<file path="config.mk">
export PLATFORM = sky130hd
export DESIGN_NAME = fpu_exc_classifier_flat
export DESIGN_NICKNAME = d
export VERILOG_FILES = /design/src/rtl/fpu_exc_classifier_pkg.sv /design/src/rtl/fpu_exc_classifier_if.sv /design/src/rtl/fpu_exc_classifier_operand_classify.sv /design/src/rtl/fpu_exc_classifier.sv /design/src/flat_wrapper.sv
export SDC_FILE = /design/constraint.sdc
export NUM_CORES = 1
export LEC_CHECK = 0
export ABC_AREA = 1
export CAP_MARGIN = 15
export CORE_MARGIN = 2
export CORE_UTILIZATION = 45
export DETAILED_ROUTE_END_ITERATION = 16
export PLACE_DENSITY = 0.88
export SYNTH_ARGS = -nofsm -noshare
export SYNTH_HDL_FRONTEND = slang
export SYNTH_SLANG_ARGS = --single-unit
</file>
<file path="constraint.sdc">
create_clock -name CLK -period 3.2 [get_ports CLK]
set_input_delay 0.48 -clock CLK [delete_from_list [all_inputs] [get_ports CLK]]
set_output_delay 0.48 -clock CLK [all_outputs]
set_load 0.02 [all_outputs]
</file>
<file path="src/rtl/fpu_exc_classifier_pkg.sv">
// Shared definitions for the FPU operand exception classifier: op codes,
// flag bit positions, the per-operand class record and the flag rules.
package fpu_exc_pkg;

    localparam logic [1:0] OP_ADDITION       = 2'd0;
    localparam logic [1:0] OP_SUBTRACTION    = 2'd1;
    localparam logic [1:0] OP_MULTIPLICATION = 2'd2;
    localparam logic [1:0] OP_DIVISION       = 2'd3;

    localparam int FLAG_W        = 4;
    localparam int FLAG_INVALID  = 0;
    localparam int FLAG_NAN_IN   = 1;
    localparam int FLAG_DIV_ZERO = 2;
    localparam int FLAG_INF_IN   = 3;

    typedef struct packed {
        logic nan;
        logic inf;
        logic zero;
        logic sign;
    } operand_class_t;

    // A NaN on either side masks every other flag.
    function automatic logic [FLAG_W-1:0] exc_flags(input logic [1:0]      op,
                                                    input operand_class_t a,
                                                    input operand_class_t b);
        logic [FLAG_W-1:0] f;
        f = 4'b0000;
        if (a.nan || b.nan) begin
            f[FLAG_NAN_IN] = 1'b1;
        end else begin
            f[FLAG_INF_IN] = a.inf | b.inf;
            case (op)
                OP_ADDITION:       f[FLAG_INVALID] = a.inf & b.inf & (a.sign ^ b.sign);
                OP_SUBTRACTION:    f[FLAG_INVALID] = a.inf & b.inf & ~(a.sign ^ b.sign);
                OP_MULTIPLICATION: f[FLAG_INVALID] = (a.zero & b.inf) | (a.inf & b.zero);
                OP_DIVISION: begin
                    f[FLAG_INVALID]  = (a.zero & b.zero) | (a.inf & b.inf);
                    f[FLAG_DIV_ZERO] = b.zero & ~a.zero & ~a.inf;
                end
                default:           f[FLAG_INVALID] = 1'b0;
            endcase
        end
        return f;
    endfunction

    function automatic logic is_exception(input logic [FLAG_W-1:0] f);
        return f[FLAG_INVALID] | f[FLAG_NAN_IN] | f[FLAG_DIV_ZERO];
    endfunction

endpackage

</file>
<file path="src/rtl/fpu_exc_classifier_if.sv">
// Operand-issue / result bus of the exception classifier; the classifier
// takes the slave side, the issue stage and datapath the master side.
interface fpu_exc_classifier_if #(
    parameter int EXP_W = 4,
    parameter int MAN_W = 3,
    parameter int CNT_W = 8
);
    localparam int W = 1 + EXP_W + MAN_W;

    logic             IN_VALID;
    logic             IN_READY;
    logic [1:0]       FP_OPERATION;
    logic [W-1:0]     OP_A;
    logic [W-1:0]     OP_B;
    logic             OUT_VALID;
    logic             OUT_READY;
    logic             OP_IS_EXCEPTION;
    logic [3:0]       EXC_FLAGS;
    logic [3:0]       STICKY_FLAGS;
    logic             STICKY_CLR;
    logic [CNT_W-1:0] EXC_COUNT;

    modport master (
        output IN_VALID, FP_OPERATION, OP_A, OP_B, OUT_READY, STICKY_CLR,
        input  IN_READY, OUT_VALID, OP_IS_EXCEPTION, EXC_FLAGS, STICKY_FLAGS, EXC_COUNT
    );

    modport slave (
        input  IN_VALID, FP_OPERATION, OP_A, OP_B, OUT_READY, STICKY_CLR,
        output IN_READY, OUT_VALID, OP_IS_EXCEPTION, EXC_FLAGS, STICKY_FLAGS, EXC_COUNT
    );
endinterface

</file>
<file path="src/rtl/fpu_exc_classifier_operand_classify.sv">
// Combinational decode of one sign/exponent/mantissa operand into its
// NaN / infinity / zero class plus sign.
module fpu_operand_classify
    import fpu_exc_pkg::*;
#(
    parameter int EXP_W = 4,
    parameter int MAN_W = 3
) (
    input  logic [EXP_W+MAN_W:0] op_i,
    output operand_class_t       class_o
);
    logic [EXP_W-1:0] exp_s;
    logic [MAN_W-1:0] man_s;

    assign exp_s = op_i[MAN_W +: EXP_W];
    assign man_s = op_i[MAN_W-1:0];

    // Field decode; zero ignores the sign bit.
    always_comb begin
        class_o.nan  = (&exp_s) & (|man_s);
        class_o.inf  = (&exp_s) & ~(|man_s);
        class_o.zero = ~(|exp_s) & ~(|man_s);
        class_o.sign = op_i[EXP_W+MAN_W];
    end
endmodule

</file>
<file path="src/rtl/fpu_exc_classifier.sv">
// Two-stage pipelined FPU operand exception classifier with sticky flags.
// Define FPU_EXC_COUNTER_EN to build the saturating exception counter.
module fpu_exc_classifier
    import fpu_exc_pkg::*;
#(
    parameter int EXP_W = 4,
    parameter int MAN_W = 3,
    parameter int CNT_W = 8
) (
    input logic                CLK,
    input logic                RST_N,
    fpu_exc_classifier_if.slave bus
);
    operand_class_t    cls_a_s, cls_b_s;
    logic              s2_adv_s, s1_adv_s, out_hs_s;

    logic              s1_valid_q, s1_valid_d;
    logic [1:0]        s1_op_q, s1_op_d;
    operand_class_t    s1_a_q, s1_a_d, s1_b_q, s1_b_d;
    logic              out_valid_q, out_valid_d;
    logic [FLAG_W-1:0] flags_q, flags_d;
    logic              exc_q, exc_d;
    logic [FLAG_W-1:0] sticky_q, sticky_d;

    fpu_operand_classify #(.EXP_W(EXP_W), .MAN_W(MAN_W)) u_cls_a (
        .op_i    (bus.OP_A),
        .class_o (cls_a_s)
    );

    fpu_operand_classify #(.EXP_W(EXP_W), .MAN_W(MAN_W)) u_cls_b (
        .op_i    (bus.OP_B),
        .class_o (cls_b_s)
    );

    assign s2_adv_s = ~out_valid_q | bus.OUT_READY;
    assign s1_adv_s = ~s1_valid_q | s2_adv_s;
    assign out_hs_s = out_valid_q & bus.OUT_READY;

    // Pipeline next state: S1 captures classes, S2 captures flags.
    always_comb begin
        s1_valid_d  = s1_valid_q;
        s1_op_d     = s1_op_q;
        s1_a_d      = s1_a_q;
        s1_b_d      = s1_b_q;
        out_valid_d = out_valid_q;
        flags_d     = flags_q;
        exc_d       = exc_q;
        if (s1_adv_s && bus.IN_VALID) begin
            s1_valid_d = 1'b1;
            s1_op_d    = bus.FP_OPERATION;
            s1_a_d     = cls_a_s;
            s1_b_d     = cls_b_s;
        end else if (s1_adv_s) begin
            s1_valid_d = 1'b0;
        end else begin
            s1_valid_d = s1_valid_q;
        end
        if (s2_adv_s && s1_valid_q) begin
            out_valid_d = 1'b1;
            flags_d     = exc_flags(s1_op_q, s1_a_q, s1_b_q);
            exc_d       = is_exception(flags_d);
        end else if (s2_adv_s) begin
            out_valid_d = 1'b0;
        end else begin
            out_valid_d = out_valid_q;
        end
    end

    // Clear wins over accumulation, but the result handshaking now survives it.
    always_comb begin
        sticky_d = sticky_q;
        if (bus.STICKY_CLR) begin
            sticky_d = out_hs_s ? flags_q : 4'b0000;
        end else if (out_hs_s) begin
            sticky_d = sticky_q | flags_q;
        end else begin
            sticky_d = sticky_q;
        end
    end

    // Pipeline and sticky state registers.
    always_ff @(posedge CLK or negedge RST_N) begin
        if (!RST_N) begin
            s1_valid_q  <= 1'b0;
            s1_op_q     <= 2'd0;
            s1_a_q      <= 4'b0000;
            s1_b_q      <= 4'b0000;
            out_valid_q <= 1'b0;
            flags_q     <= 4'b0000;
            exc_q       <= 1'b0;
            sticky_q    <= 4'b0000;
        end else begin
            s1_valid_q  <= s1_valid_d;
            s1_op_q     <= s1_op_d;
            s1_a_q      <= s1_a_d;
            s1_b_q      <= s1_b_d;
            out_valid_q <= out_valid_d;
            flags_q     <= flags_d;
            exc_q       <= exc_d;
            sticky_q    <= sticky_d;
        end
    end

`ifdef FPU_EXC_COUNTER_EN
    logic [CNT_W-1:0] count_q, count_d;

    // Saturating exception counter; a coincident clear restarts from this result.
    always_comb begin
        count_d = count_q;
        if (bus.STICKY_CLR) begin
            count_d = (out_hs_s && exc_q) ? CNT_W'(1) : {CNT_W{1'b0}};
        end else if (out_hs_s && exc_q && (count_q != {CNT_W{1'b1}})) begin
            count_d = count_q + CNT_W'(1);
        end else begin
            count_d = count_q;
        end
    end

    // Counter register.
    always_ff @(posedge CLK or negedge RST_N) begin
        if (!RST_N) begin
            count_q <= {CNT_W{1'b0}};
        end else begin
            count_q <= count_d;
        end
    end

    assign bus.EXC_COUNT = count_q;
`else
    assign bus.EXC_COUNT = {CNT_W{1'b0}};
`endif

    assign bus.IN_READY        = s1_adv_s;
    assign bus.OUT_VALID       = out_valid_q;
    assign bus.EXC_FLAGS       = flags_q;
    assign bus.OP_IS_EXCEPTION = exc_q;
    assign bus.STICKY_FLAGS    = sticky_q;
endmodule

</file>
<file path="src/flat_wrapper.sv">
// flat-port wrapper written by rule: the top's interface ports become plain ports
module fpu_exc_classifier_flat import fpu_exc_pkg::*;
#(
    parameter int EXP_W = 4,
    parameter int MAN_W = 3,
    parameter int CNT_W = 8
)
  (CLK, RST_N, bus_IN_VALID, bus_FP_OPERATION, bus_OP_A, bus_OP_B, bus_OUT_READY, bus_STICKY_CLR, bus_IN_READY, bus_OUT_VALID, bus_OP_IS_EXCEPTION, bus_EXC_FLAGS, bus_STICKY_FLAGS, bus_EXC_COUNT);
  fpu_exc_classifier_if #(.EXP_W(EXP_W), .MAN_W(MAN_W), .CNT_W(CNT_W)) bus_i ();
  input logic CLK;
  input logic RST_N;
  input wire logic [$bits(bus_i.IN_VALID)-1:0] bus_IN_VALID;
  input wire logic [$bits(bus_i.FP_OPERATION)-1:0] bus_FP_OPERATION;
  input wire logic [$bits(bus_i.OP_A)-1:0] bus_OP_A;
  input wire logic [$bits(bus_i.OP_B)-1:0] bus_OP_B;
  input wire logic [$bits(bus_i.OUT_READY)-1:0] bus_OUT_READY;
  input wire logic [$bits(bus_i.STICKY_CLR)-1:0] bus_STICKY_CLR;
  output wire logic [$bits(bus_i.IN_READY)-1:0] bus_IN_READY;
  output wire logic [$bits(bus_i.OUT_VALID)-1:0] bus_OUT_VALID;
  output wire logic [$bits(bus_i.OP_IS_EXCEPTION)-1:0] bus_OP_IS_EXCEPTION;
  output wire logic [$bits(bus_i.EXC_FLAGS)-1:0] bus_EXC_FLAGS;
  output wire logic [$bits(bus_i.STICKY_FLAGS)-1:0] bus_STICKY_FLAGS;
  output wire logic [$bits(bus_i.EXC_COUNT)-1:0] bus_EXC_COUNT;
  assign bus_i.IN_VALID = bus_IN_VALID;
  assign bus_i.FP_OPERATION = bus_FP_OPERATION;
  assign bus_i.OP_A = bus_OP_A;
  assign bus_i.OP_B = bus_OP_B;
  assign bus_i.OUT_READY = bus_OUT_READY;
  assign bus_i.STICKY_CLR = bus_STICKY_CLR;
  assign bus_IN_READY = bus_i.IN_READY;
  assign bus_OUT_VALID = bus_i.OUT_VALID;
  assign bus_OP_IS_EXCEPTION = bus_i.OP_IS_EXCEPTION;
  assign bus_EXC_FLAGS = bus_i.EXC_FLAGS;
  assign bus_STICKY_FLAGS = bus_i.STICKY_FLAGS;
  assign bus_EXC_COUNT = bus_i.EXC_COUNT;
  fpu_exc_classifier #(.EXP_W(EXP_W), .MAN_W(MAN_W), .CNT_W(CNT_W)) u_core (.CLK(CLK), .RST_N(RST_N), .bus(bus_i));
endmodule
</file>
==> results of run 1 <==
area by class of cell:
cell class	count	area (sq um)	share of cell area [%]
flip-flops and latches	21	525.5	36.62
multi-input cells	79	436.7	30.43
repair buffers	33	330.3	23.02
clock inverters	1	5.005	0.3487
well taps	28	35.03	2.441
clock buffers	3	22.52	1.569
inverters	20	80.08	5.580
path summary, 6_finish.rpt:
path	from	to	slack [ns]	cells after the start
setup / recovery	bus_OUT_READY	bus_IN_READY	0.86	4
hold reg to reg	u_core.s1_b_q[3]$_DFFE_PN0P_	u_core.s1_b_q[3]$_DFFE_PN0P_	0.51	2
min in group asynchronous	RST_N	u_core.s1_a_q[2]$_DFFE_PN0P_	0.67	1
hold / removal	u_core.s1_b_q[3]$_DFFE_PN0P_	u_core.s1_b_q[3]$_DFFE_PN0P_	0.51	2
setup reg to reg	u_core.bus.OUT_VALID$_DFFE_PN0P_	u_core.bus.OP_IS_EXCEPTION$_DFFE_PN0P_	1.98	4
max in group asynchronous	RST_N	u_core.bus.STICKY_FLAGS[0]$_DFFE_PN0P_	1.97	1
report_power, final:
group,leakage [nW],switching (mW),internal [mW],total [mW]
clock,0.0177,0.0825,0.0467,0.129
sequential,0.273,0.0240,0.294,0.318
combinational,0.344,0.106,0.0880,0.194
total,0.634,0.212,0.429,0.641
worst register-to-register path, cell delays in order (launching register included):
cell	delay [ns]
dfrtp_1	0.51
a21oi_4	0.27
nand2_1	0.14
nor2_1	0.13
a21oi_1	0.08
logic make-up (layout without fill, tap and decap cells):
group | after synthesis | count (layout) | synth area share, %
compound gates | 22 | 22 | 14.61
buf+inv | 29 | 57 | 14.61
flops | 21 | 21 | 47.94
other cells | 1 | 8 | 0.3421
simple gates | 49 | 49 | 22.49
cell usage in the layout (no fill, tap or decap):
cell / synthesis / routed
a21oi_1: 2 / 2
a21oi_4: 1 / 1
clkbuf_4: 0 / 3
clkdlybuf4s50_1: 0 / 33
clkinv_2: 0 / 1
conb_1: 1 / 8
dfrtp_1: 21 / 21
inv_1: 19 / 19
inv_6: 1 / 1
nand2_1: 21 / 21
nand2_2: 4 / 4
nand2_8: 1 / 1
nand3_1: 7 / 7
nand3_4: 1 / 1
nand4_1: 2 / 2
nor2_1: 8 / 8
nor3_1: 3 / 3
nor4_1: 2 / 2
o21a_1: 1 / 1
o21ai_0: 4 / 4
o21ai_1: 1 / 1
o21ai_2: 6 / 6
o22ai_1: 3 / 3
o31ai_1: 4 / 4
metal layers:
layer	track usage, %	up-vias	wire length, um
li1	-	448	-
met1	19.75	450	854
met2	34.36	34	1158
met3	2.542	5	142
met4	7.692	0	43
met5	0	-	0
registers in the layout, summed over array words and instances (netlist names):
| register | count |
|---|---|
| u_core.s1_a_q | 4 |
| u_core.s1_op_q | 2 |
| u_core.bus.EXC_FLAGS | 4 |
| u_core.bus.STICKY_FLAGS | 4 |
| u_core.s1_valid_q | 1 |
| u_core.s1_b_q | 4 |
| u_core.bus.OP_IS_EXCEPTION | 1 |
| u_core.bus.OUT_VALID | 1 |
==> flow_summary.toml, run 1 <==
[status]
outcome = "completed"

[worst_setup_path]
max_stage_delay_ns = 0.62
crit_fanout = 4
end_kind = "primary output"
crit_type = "input pin to primary output"
crit_arrival_ns = 1.86
crit_buf_inv = 3
slowest_stage = "clkdlybuf4s50_1"
crit_top_cell = "clkdlybuf4s50_1"
required_ns = 2.72
worstPathCellList = "clkdlybuf4s50_1 > inv_1 > nand3_4 > clkdlybuf4s50_1"
path_delay_family = "buffers and inverters"
start_kind = "input pin"

[global_routing]
grt_pass1_vias = 911
antenna_found_initial = 0
grt_overflow = 0
track_usage_pct = 18.17
grt_pass1_wl_mm = 3.746
grt_max_degree = 22

[clocking]
clk_latency_ns = 0.31
tritoncts = "built"
clock_sinks = 21
htree_levels = 1
clock-root-buffer = "clkbuf_4"
postCtsSetupBuffers = 0
numCtsBuffers = 3
ctsResizeCount = 0
holdBufCountCts = 0
cts.reportedPaths.clkPinSlew_ns = 0.11
clockBufferDepth = 2

[sta]
hold_ws_ns = 0.5092
rsz0062_at_grt = "false"
finalHoldViolCount = 0
finalClockSkew_ns = 0.006762
min_period_over_period_pct = 73.17
drv_slew = 0
layout_setup_ws_ns = 0.8584
max_freq_mhz = 427.1
fin_crit_ns = 2.342
setup_tns_ns = 0
slew_headroom_pct = 38.58
finalSetupViolations = 0
tightest_slew_ns = 0.9185

[final_layout]
layout.nets = 181
n_antenna_cell = 0
drive_gt1_share_pct = 11.46
stdcell_count = 185
design_area_sq_um = 1435
fin_util_pct = 63.65
areaGrowthSynthToFinish_pct = 30.94
fillers = 198

[min_path]
min_path_type = "flop to flop"

[floorplanning]
die_h_um = 53.35
start_util_pct = 48.61
die_w_um = 53.35
die_area_sq_um = 2846
core-area_sq_um = 2255
num_rows = 17
pin_count = 42

[placed_design]
place_area_sq_um = 1408
dpl.hpwl_mm = 1.801
port_buffers = 33
pre_cts_slack_ns = 0.8569
place_inst = 181
gp_congestion = 0.7315

[logic_synthesis]
netlist_instances = 122
synth_common_cells = "dfrtp_1, nand2_1, inv_1"
synthArstFlopShare_pct = 100.0
avgSynthCellArea_sq_um = 8.984
synth_area_leaders = "dfrtp_1, nand2_1, inv_1"
syn_area_sq_um = 1096
synth-seq-cells = 21
synth_edf_count = 0
ys_types = 23
ys.flop_type = "dfrtp_1"
netlist.top_cell.by_area = "dfrtp_1"
yosys.area.top_type_share_pct = 47.95
yosysSeqAreaShare_pct = 47.95
ys.warnings.count = 0

[detailed_routing]
via_per_inst = 5.065
dr_total_vias = 937
drtAntennaViolNets = 0
drtIter0Drc = 16
routed_wirelength_mm = 2.199
post-route-drc-count = 0
wl_per_cell_um = 11.89
first_pass_iters = 4

[power]
leakage_nw = 0.6344
p_per_area_nw_per_um2 = 446.8
ir_worst_vdd_mv = 0.2756
power_uw = 641.2

[flow_run]
cap_violations = 0
Note: power is estimated with default switching activity, not from simulation.
==> run 2: changes to the inputs <==
- CORE_UTILIZATION: 45 -> 43
- PLACE_DENSITY: 0.88 -> 0.85
- clock period: 3.2 -> 2.4 ns (I/O delays scaled with it)
==> flow_summary.toml, run 2 (same netlist as run 1, synthesis figures left out) <==
[floorplanning]
start_util_pct = 44.65
pin_count = 42
num_rows = 18
die_area_sq_um = 2969
core-area_sq_um = 2455
die_h_um = 54.49
die_w_um = 54.49

[sta]
rsz0062_at_grt = "false"
finalClockSkew_ns = 0.002446
setup_tns_ns = 0
fin_crit_ns = 2.107
max_freq_mhz = 474.6
finalSetupViolations = 0
finalHoldViolCount = 0
min_period_over_period_pct = 87.80
hold_ws_ns = 0.3928
drv_slew = 0

[worst_setup_path]
crit_arrival_ns = 1.75
required_ns = 2.04
crit_type = "input pin to primary output"
slowest_stage = "clkdlybuf4s50_1"
max_stage_delay_ns = 0.62
worstPathCellList = "clkdlybuf4s50_1 > inv_1 > nand3_4 > clkdlybuf4s50_1"
crit_top_cell = "clkdlybuf4s50_1"
end_kind = "primary output"
start_kind = "input pin"
crit_fanout = 4

[clocking]
tritoncts = "built"
ctsResizeCount = 0
clockBufferDepth = 2
clock-root-buffer = "clkbuf_4"
clk_latency_ns = 0.29
cts.reportedPaths.clkPinSlew_ns = 0.11
numCtsBuffers = 3
postCtsSetupBuffers = 0
clock_sinks = 21
holdBufCountCts = 0
htree_levels = 1

[global_routing]
grt_pass1_wl_mm = 3.360
grt_max_degree = 22
grt_pass1_vias = 859
antenna_found_initial = 0
track_usage_pct = 15.89
grt_overflow = 0

[final_layout]
areaGrowthSynthToFinish_pct = 31.73
drive_gt1_share_pct = 11.39
stdcell_count = 188
fillers = 221
layout.nets = 182
multiInputGateArea_sq_um = 436.7
layout_common_cells = "clkdlybuf4s50_1, nand2_1, dfrtp_1"
seq_area_sq_um = 525.5
n_antenna_cell = 0
mostFrequentLayoutCell = "clkdlybuf4s50_1"

[detailed_routing]
wl_per_cell_um = 10.40
drtAntennaViolNets = 0
drtIter0Drc = 9
post-route-drc-count = 0
via_per_inst = 4.941
first_pass_iters = 4
routed_wirelength_mm = 1.955
dr_total_vias = 929

[placed_design]
gp_congestion = 0.7469
place_inst = 184
port_buffers = 33
dpl.hpwl_mm = 1.628

[power]
p_per_area_nw_per_um2 = 583.9
ir_worst_vdd_mv = 0.3383
leakage_nw = 0.6365

[status]
outcome = "completed"

[min_path]
min_path_type = "input pin to async pin"

[flow_run]
cap_violations = 0
run 2: critical path: cells and delay by family:
family                 cells  cell delay [ns]
AND/OR/NAND/NOR            1             0.11
buffers and inverters      3             1.27
run 2: path summary, 6_finish.rpt:
check	cells past startpoint	start	endpoint	slack (ns)
min reg2reg	2	u_core.s1_b_q[3]$_DFFE_PN0P_	u_core.s1_b_q[3]$_DFFE_PN0P_	0.50
min in group CLK	2	u_core.s1_b_q[3]$_DFFE_PN0P_	u_core.s1_b_q[3]$_DFFE_PN0P_	0.50
max in group asynchronous	2	RST_N	u_core.s1_b_q[2]$_DFFE_PN0P_	1.80
max reg2reg	4	u_core.bus.OUT_VALID$_DFFE_PN0P_	u_core.bus.OP_IS_EXCEPTION$_DFFE_PN0P_	1.20
min	2	RST_N	u_core.bus.STICKY_FLAGS[2]$_DFFE_PN0P_	0.39
max	4	bus_OUT_READY	bus_IN_READY	0.29
run 2: layout make-up:
cell class | count | share of cell area (%)
multi-input combinational | 79 | 30.24
sequential | 21 | 36.40
timing repair buffer | 34 | 23.40
inverter | 20 | 5.546
clock buffer | 4 | 1.820
tap | 30 | 2.600
run 2: stage by stage:
stage / power, mW / util [%] / setup slack, ns / instance area, sq um
4_1_cts: 0.8539 / 58.82 / 0.2934 / 1444
2_1_floorplan: 0.5823 / - / 1.103 / 1122
6_report: 0.8431 / 58.82 / 0.2928 / 1444
5_1_grt: 0.9023 / 58.82 / 0.2645 / 1444
3_3_place_gp: 0.6793 / 57.75 / 0.2921 / 1418
3_5_place_dp: 0.6905 / 57.75 / 0.3044 / 1418
run 2: where the power goes:
part | internal [mW] | switching [mW]
combinational | 0.118 | 0.139
clock | 0.0647 | 0.0978
sequential | 0.392 | 0.0311
run 2: layer usage:
| metal | GRT usage [%] | share of wire (%) |
|---|---|---|
| met5 | 0 | 0 |
| met4 | 7.500 | 1.8 |
| met3 | 2.459 | 7.1 |
| met2 | 29.72 | 52 |
| met1 | 17.31 | 39 |
==> run 3: changes to the inputs <==
- CTS_CLUSTER_SIZE: unset -> 8
==> results of run 3 <==
The final DEF is identical to that of run 2; final timing and power are the same.
==> RTL edit, RTL diff (config.mk and constraints of run 2) <==
`EXP_W` is set to 4 in 4 places; all go to 5.
--- a/src/rtl/fpu_exc_classifier_if.sv
+++ b/src/rtl/fpu_exc_classifier_if.sv
@@ -1,7 +1,7 @@
 // Operand-issue / result bus of the exception classifier; the classifier
 // takes the slave side, the issue stage and datapath the master side.
 interface fpu_exc_classifier_if #(
-    parameter int EXP_W = 4,
+    parameter int EXP_W = 5,
     parameter int MAN_W = 3,
     parameter int CNT_W = 8
 );
--- a/src/rtl/fpu_exc_classifier_operand_classify.sv
+++ b/src/rtl/fpu_exc_classifier_operand_classify.sv
@@ -3,7 +3,7 @@
 module fpu_operand_classify
     import fpu_exc_pkg::*;
 #(
-    parameter int EXP_W = 4,
+    parameter int EXP_W = 5,
     parameter int MAN_W = 3
 ) (
     input  logic [EXP_W+MAN_W:0] op_i,
--- a/src/rtl/fpu_exc_classifier.sv
+++ b/src/rtl/fpu_exc_classifier.sv
@@ -3,7 +3,7 @@
 module fpu_exc_classifier
     import fpu_exc_pkg::*;
 #(
-    parameter int EXP_W = 4,
+    parameter int EXP_W = 5,
     parameter int MAN_W = 3,
     parameter int CNT_W = 8
 ) (
--- a/src/flat_wrapper.sv
+++ b/src/flat_wrapper.sv
@@ -1,7 +1,7 @@
 // flat-port wrapper written by rule: the top's interface ports become plain ports
 module fpu_exc_classifier_flat import fpu_exc_pkg::*;
 #(
-    parameter int EXP_W = 4,
+    parameter int EXP_W = 5,
     parameter int MAN_W = 3,
     parameter int CNT_W = 8
 )
Ports: changed (resized bus_OP_A and bus_OP_B); port bits go from 42 to 44. No check against the original RTL was run, so the function may have changed too.
==> RTL edit against run 2 <==
Worst setup slack better by 26 ps. Design area increased by 0.26%. Register-to-register slack worse by 60 ps. Combinational power is 5% lower. Wire length rose by 5.1%. Synthesized area is 2.4% lower. Cell count up 3.7%. Power fell by 1.7%. Via count is 0.86% higher. Sequential cell count did not move.
==> RTL edit: results (changes against run 2) <==
Status: complete, no violations
Post-synthesis instance total: 127 (+4.1%)
WL met2: 1050 um (+2.6%)
Non-clk invs: 21 (+5.0%)
Drt first-iter violations: 16 (+7)
RePlAce Congestion: 0.724 (-3.0%)
WHS: 388 ps (-4.57 ps)
Number of register bits inferred by synthesis: 21 (unchanged)
Gr usage total: 0.163 (+0.00430)
Root Buffer: clkbuf_4
Detailed-route via count: 937 (+0.86%)
DRT Wirelength: 2050 um (+5.1%)
DR pass1 iterations: 4 (unchanged)
Worst Clk Skew: 8.21 ps (+5.76 ps)
Leak: 0.642 nW (+0.94%)
Synth area leaders: dfrtp_1 (49%), nand2_1 (9.5%), inv_1 (7.0%), buf_4 (5.6%), nand3_1 (4.2%)
List of most frequent post-synthesis cells: nand2_1 (27), dfrtp_1 (21), inv_1 (20), nand3_1 (9)
Internal power: 0.568 mW (-1.3%)
Signal buf overhead: 0.247 (+0.0132)
Hpwl dp: 1670 um (+2.8%)
Slowest cell delay on critical path: 610 ps
HP Class: in -> async
Dpl ws: 319 ps (+14.9 ps)
Vias in the first global route: 892 (+3.8%)
Critical path arrival: 1720 ps (-30 ps)
Critical Path Fanout Max: 4 (unchanged)
Skew-Pair Late Insertion Delay: 300 ps
Multi-input gate area: 418 um^2 (-4.3%)
Final worst-path cycle share: 0.867 (-0.0110)
Non-filler cells, final: 195 (+3.7%)
Util after Layout: 0.601 (+0.0126)
GR Layer Usage met2: 0.317 (+0.0199)
Met1 Wirelength: 841 um (+11%)
Met3 usage: 0.0250 (+0.000410)
Post-Place Cells: 191 (+3.8%)
M1 GR Usage: 0.174 (+0.000991)
Post-synth ARST share: 1.00 (unchanged)
DP Area: 1420 um^2 (+0.18%)
Yosys cell types: 21 (-8.7%)
Clk slew on worst S/H paths: 120 ps
# diodes: 0 (unchanged)
Buffers excl. clock: 36 (+5.9%)
PostCTS Resize Cnt: 0 (unchanged)
Sequential area share after synthesis: 0.491 (+0.0118)
Clk tree area frac: 0.0190 (+0.000817)
PortBufs: 35 (+6.1%)
VDD IR max: 0.346 mV (+2.2%)
Multi-In Gates: 83 (+5.1%)
Fraction of standard cell area that is sequential: 0.363 (-0.000945)
R2R Path Start: u_core.bus.OUT_VALID
Met3 routed WL: 135 um (-2.9%)
Warnings, synthesis: 0 (unchanged)
Cells on worst reg2reg path: 4 (unchanged)
Largest net degree at the start of global routing: 22 (unchanged)
# fillers: 219 (-0.90%)
Layout cell share with drive strength beyond 1: 0.0606 (-0.0533)
First-pass GRT wire length: 3490 um (+3.9%)
Setup slack, reg-to-reg: 1140 ps (-60 ps)
-- RTL edit: changes by cell type in the layout (fill, tap and decap cells not counted), moves of 3 or more --
cell / before / now
nand2_1: 21 / 27
o21ai_2: 6 / 0
nand2_2: 4 / 0
o21ai_1: 1 / 4
-- RTL edit: logic make-up after synthesis --
group	synth area share
AOI/OAI and AO/OA	0.133
DFF	0.491
and+or+nand+nor	0.229
buffers and inverters	0.143
other	0.00351
-- RTL edit: power by group through the flow --
stage | registers, mW | clock network [mW] | logic (mW)
3_3_place_gp | 0.426 | 0 | 0.237
4_1_cts | 0.422 | 0.171 | 0.245
5_1_grt | 0.428 | 0.180 | 0.270
6_report | 0.422 | 0.164 | 0.243
2_1_floorplan | 0.454 | 0 | 0.109
3_5_place_dp | 0.429 | 0 | 0.244
-- RTL edit: worst max-delay path, delay by kind of cell --
family        cells  cell delay, ps
buf+inv           3            1260
simple gates      1             100
